[src/rtl/victim_cache.sv]
// Fully-associative victim cache holding lines evicted from the direct-mapped L1.
// A lookup hit hands the line back and frees the entry (swap semantics).
module victim_cache #(
  parameter int ENTRIES  = 4,
  parameter int ADDR_W   = 32,
  parameter int LINE_W   = 256,
  parameter int OFFSET_W = 5
) (
  input  logic                             CLK,
  input  logic                             RST,
  input  logic                             evictValid,
  input  logic [ADDR_W-1:0]                evictAddr,
  input  logic [LINE_W-1:0]                evictData,
  input  logic                             lookupValid,
  input  logic [ADDR_W-1:0]                lookupAddr,
  output logic                             vcValid,
  output logic                             vcHit,
  output logic [LINE_W-1:0]                vcData,
  output logic [7:0]                       vcByte,
  output logic [$clog2(ENTRIES+1)-1:0]     occupancy
);
  localparam int TAG_W = ADDR_W - OFFSET_W;
  localparam int IDX_W = $clog2(ENTRIES);
  localparam int OCC_W = $clog2(ENTRIES + 1);

  logic [ENTRIES-1:0]             r_valid;
  logic [ENTRIES-1:0][TAG_W-1:0]  r_tag;
  logic [ENTRIES-1:0][LINE_W-1:0] r_data;
  logic [IDX_W-1:0]               r_repl_ptr;

  logic [TAG_W-1:0]   w_lk_tag, w_ev_tag;
  logic               w_lk_hit, w_lk_take, w_ev_match, w_free, w_adv;
  logic [IDX_W-1:0]   w_lk_idx, w_ev_idx, w_free_idx, w_ins_idx;
  logic [ENTRIES-1:0] w_valid_nxt;
  logic [OCC_W-1:0]   w_occ_nxt;
  logic [LINE_W-1:0]  w_lk_data;
  logic [7:0]         w_lk_byte;

  assign w_lk_tag = lookupAddr[ADDR_W-1:OFFSET_W];
  assign w_ev_tag = evictAddr[ADDR_W-1:OFFSET_W];

  // Tag searches run against the state before this cycle's insert.
  always_comb begin
    w_lk_hit   = 1'b0;
    w_lk_idx   = '0;
    w_ev_match = 1'b0;
    w_ev_idx   = '0;
    w_free     = 1'b0;
    w_free_idx = '0;
    for (int i = 0; i < ENTRIES; i++) begin
      if (r_valid[i] && r_tag[i] == w_lk_tag) begin
        w_lk_hit = 1'b1;
        w_lk_idx = IDX_W'(i);
      end
      if (r_valid[i] && r_tag[i] == w_ev_tag) begin
        w_ev_match = 1'b1;
        w_ev_idx   = IDX_W'(i);
      end
    end
    for (int i = ENTRIES - 1; i >= 0; i--) begin
      if (!r_valid[i]) begin
        w_free     = 1'b1;
        w_free_idx = IDX_W'(i);
      end
    end
  end

  assign w_lk_take = lookupValid & w_lk_hit;
  assign w_lk_data = r_data[w_lk_idx];
  assign w_lk_byte = w_lk_data[{lookupAddr[OFFSET_W-1:0], 3'b000} +: 8];

  always_comb begin
    w_adv = 1'b0;
    if (w_ev_match)     w_ins_idx = w_ev_idx;
    else if (w_lk_take) w_ins_idx = w_lk_idx;
    else if (w_free)    w_ins_idx = w_free_idx;
    else begin
      w_ins_idx = r_repl_ptr;
      w_adv     = evictValid;
    end
  end

  // Insert wins over hit-invalidate so a same-tag swap keeps the new line.
  always_comb begin
    w_valid_nxt = r_valid;
    if (w_lk_take)  w_valid_nxt[w_lk_idx]  = 1'b0;
    if (evictValid) w_valid_nxt[w_ins_idx] = 1'b1;
    w_occ_nxt = '0;
    for (int i = 0; i < ENTRIES; i++)
      w_occ_nxt = w_occ_nxt + OCC_W'(w_valid_nxt[i]);
  end

  always_ff @(posedge CLK) begin
    if (RST) begin
      r_valid    <= '0;
      r_repl_ptr <= '0;
      vcValid    <= 1'b0;
      vcHit      <= 1'b0;
      vcData     <= '0;
      vcByte     <= '0;
      occupancy  <= '0;
    end else begin
      r_valid   <= w_valid_nxt;
      occupancy <= w_occ_nxt;
      if (w_adv) begin
        if (r_repl_ptr == IDX_W'(ENTRIES - 1)) r_repl_ptr <= '0;
        else                                   r_repl_ptr <= r_repl_ptr + IDX_W'(1);
      end
      vcValid <= lookupValid;
      if (lookupValid) begin
        vcHit  <= w_lk_hit;
        vcData <= w_lk_hit ? w_lk_data : '0;
        vcByte <= w_lk_hit ? w_lk_byte : '0;
      end
    end
  end

  always_ff @(posedge CLK) begin
    if (!RST && evictValid) begin
      r_tag[w_ins_idx]  <= w_ev_tag;
      r_data[w_ins_idx] <= evictData;
    end
  end
endmodule
[config.mk]
export PLATFORM = sky130hd
export DESIGN_NAME = victim_cache
export DESIGN_NICKNAME = d
export VERILOG_FILES = /design/src/rtl/victim_cache.sv
export SDC_FILE = /design/constraint.sdc
export NUM_CORES = 2
export LEC_CHECK = 0
export BUFFER_PORTS_ARGS = -buffer_cell sky130_fd_sc_hd__buf_2
export CAP_MARGIN = 30
export CORE_MARGIN = 4
export CORE_UTILIZATION = 40
export CTS_BUF_LIST = sky130_fd_sc_hd__clkbuf_4
export DETAILED_ROUTE_END_ITERATION = 7
export PLACE_DENSITY_LB_ADDON = 0.15
export SLEW_MARGIN = 20
export SYNTH_ARGS = -nofsm -noshare
export SYNTH_HDL_FRONTEND = slang
export SYNTH_SLANG_ARGS = --single-unit
[constraint.sdc]
create_clock -name CLK -period 28.7 [get_ports CLK]
set_clock_uncertainty 0.15 [all_clocks]
set_input_delay 8.61 -clock CLK [delete_from_list [all_inputs] [get_ports CLK]]
set_output_delay 8.61 -clock CLK [all_outputs]
set_load 0.03 [all_outputs]
==> results.json <==
{
  "dieArea_um2": 148000,
  "combPwrFrac_pct": 5.1,
  "fmax_mhz": 72.1,
  "yosys_warnings": 0,
  "ys_types": 83,
  "cts_tree": "built",
  "drt-initial-drc-count": 4686,
  "synth_cells": 4487,
  "end_kind": "flop",
  "crit_type": "primary input to flop",
  "ys.flop_type": "edfxtp_1",
  "layout_commonest_cell": "edfxtp_1",
  "synth-edff-count": 1132,
  "netlist_area_um2": 56600,
  "start_util_pct": 40.4,
  "cts_buffer_depth": 4,
  "cts.clk_slew.worst_paths_ns": 0.06,
  "min_from": "vcData[177]",
  "grt_pass1_wl_mm": 308,
  "final-setup-viol-count": 0,
  "track_usage_pct": 29.7,
  "utilization_pct": 47.7,
  "arrival_ns": 14.56,
  "synth_seq_cells": 1407,
  "ir_drop_mv": 0.0371,
  "period_needed_ns": 13.86,
  "timing.final.crit_share_pct": 48.3,
  "grt_overflow_total": 0,
  "slew_headroom_pct": 14.6,
  "grt_max_degree": 130,
  "cell_internal_pwr_mw": 3.28,
  "total_power_mw": 4.28,
  "worstReg2RegStart": "r_tag[94]",
  "routed_wl_mm": 226,
  "worstHoldPathType": "flop to flop",
  "first_pass_iters": 8,
  "antenna_found_initial": 121,
  "cp-start-kind": "primary input",
  "drv_cap": 0,
  "numPortBuffers": 587,
  "rsz0062_at_grt": "false",
  "crit_path_max_fanout": 56,
  "cts_resized": 0,
  "critPathLaunch": "lookupAddr[12]",
  "holdBufCountCts": 0,
  "gp_congestion": 0.893,
  "worstMarginPinSlew_ns": 1.25,
  "cts-root-buf": "clkbuf_4",
  "h-tree-depth": 5,
  "p_sw_mw": 1.00,
  "fin_nets": 5573,
  "finalSetupTns_ns": 0,
  "clkLatencyLatePin_ns": 1.39,
  "post_cts_buffers": 0,
  "ys_seq_area_share_pct": 69.8,
  "fp-row-count": 137,
  "area_growth_pct": 17.9,
  "hold_viol": 0,
  "ant_nets": 0,
  "numCtsBuffers": 385,
  "drcViolationCount": 0,
  "place_area_um2": 61600,
  "switching_share_pct": 23.4,
  "stdcell_area_um2": 66800,
  "clkPwrFrac_pct": 42.3,
  "syn_nets": 4815,
  "viasPerCell": 5.71,
  "avgRoutedWirePerCell_um": 30.2,
  "clock-sinks": 1407,
  "core_area_um2": 140000,
  "hpwl_mm": 151,
  "die_w_um": 384,
  "p_seq_share_pct": 52.6,
  "grt_pass1_vias": 39900,
  "run_status": "finished clean",
  "io_pins": 593,
  "powerDensity_nw_per_um2": 64.1,
  "via_count": 42700,
  "syn_area_per_cell_um2": 12.6,
  "cp.required_ns": 29.40,
  "die_h_um": 384,
  "final_cell_mix": "edfxtp_1, clkbuf_4, buf_2, nand2_1, nor2_1",
  "leakage_nw": 24.0,
  "maxSlewViolCount": 0,
  "async_reset_ff_share_pct": 0,
  "drive_gt1_share_pct": 25.2
}
==> area by class of cell <==
cell class                      count  area (um^2)
Inverter                            4         22.5
Clock buffer                      602         4520
Sequential cell                  1407        39500
Clock inverter                     84          409
Antenna cell                       53          133
Timing Repair Buffer              690         3880
Fill cell                       13000        73300
Tap cell                         1876         2350
Multi-Input combinational cell   2757        16000
==> cells by family after synthesis <==
family / Yosys count / share of synthesized area [%]
buffers and inverters: 323 / 2.26
and+or+nand+nor: 1336 / 10.4
DFF: 1407 / 69.8
adders and majority gates: 4 / 0.102
AOI/OAI and AO/OA: 1092 / 12.1
xor gates and xnor gates: 216 / 3.34
muxes: 109 / 2.04
==> cells in the mapped netlist, drive strengths merged (21+ instances only) <==
library cell | count | area (um^2)
edfxtp | 1132 | 34000
nand2 | 589 | 2210
nor2 | 408 | 1550
o21ai | 320 | 1600
dfxtp | 275 | 5510
a21oi | 260 | 1300
clkbuf | 250 | 938
a22oi | 186 | 1400
xnor2 | 160 | 1400
mux2i | 84 | 841
and3 | 80 | 500
buf | 69 | 325
nand3 | 63 | 315
o211ai | 62 | 465
xor2 | 56 | 490
nand4 | 51 | 325
a31oi | 41 | 257
a211oi | 40 | 300
nor2b | 24 | 150
nor4 | 24 | 178
mux2 | 22 | 248
nor3 | 21 | 105
o22ai | 21 | 131
==> registers in the layout (all words and copies together), names as in the netlist <==
name	count
r_data	1024
vcData	256
r_tag	108
vcByte	8
r_valid	4
occupancy	3
r_repl_ptr	2
vcHit	1
vcValid	1
==> routing by layer <==
metal,global-route usage (%),wire [um],up-vias
met5,0,251,-
met3,11.8,27500,444
met1,38.6,89300,21200
met2,44.6,101000,2419
met4,11.5,7980,42
li1,-,-,18500
==> worst max-delay path, stage by stage <==
cell,delay (ns)
buf_2,0.15
xnor2_1,0.19
nand4_1,0.27
nor4_2,0.77
and4_4,0.62
buf_4,0.46
o31ai_4,0.15
a21boi_0,0.16
nor3_1,0.20
o21ai_0,0.14
and2_1,0.26
nor2_4,0.29
buf_4,0.62
buf_4,0.69
buf_4,0.84
==> power by group through the flow <==
stage / combinational, mW / clock [mW] / sequential [mW]
after floorplan: 0.0968 / 0 / 2.31
after global placement: 0.211 / 0 / 2.29
after detailed placement: 0.213 / 0 / 2.29
after CTS: 0.214 / 1.85 / 2.25
after global routing: 0.230 / 1.96 / 2.25
final: 0.219 / 1.81 / 2.25
==> through the flow <==
stage          instances  setup WS, ns  hold slack [ns]
4_1_cts             7414         14.29            0.314
3_3_place_gp        6723         12.96            0.286
2_1_floorplan       4487          4.88            0.338
3_5_place_dp        6728         12.94            0.296
5_1_grt             7438         14.62            0.326
6_report            7473         14.84            0.316
==> final timing paths <==
| check | endpoint | slack (ns) | depth (start not counted) |
|---|---|---|---|
| worst min register to register | vcData[177] | 0.32 | 2 |
| worst max register to register | r_data[332] | 21.90 | 14 |
| worst max-delay path | r_data[332] | 14.84 | 15 |
| worst min-delay path | vcData[177] | 0.32 | 2 |
Note: power is estimated with default switching activity, not from simulation.
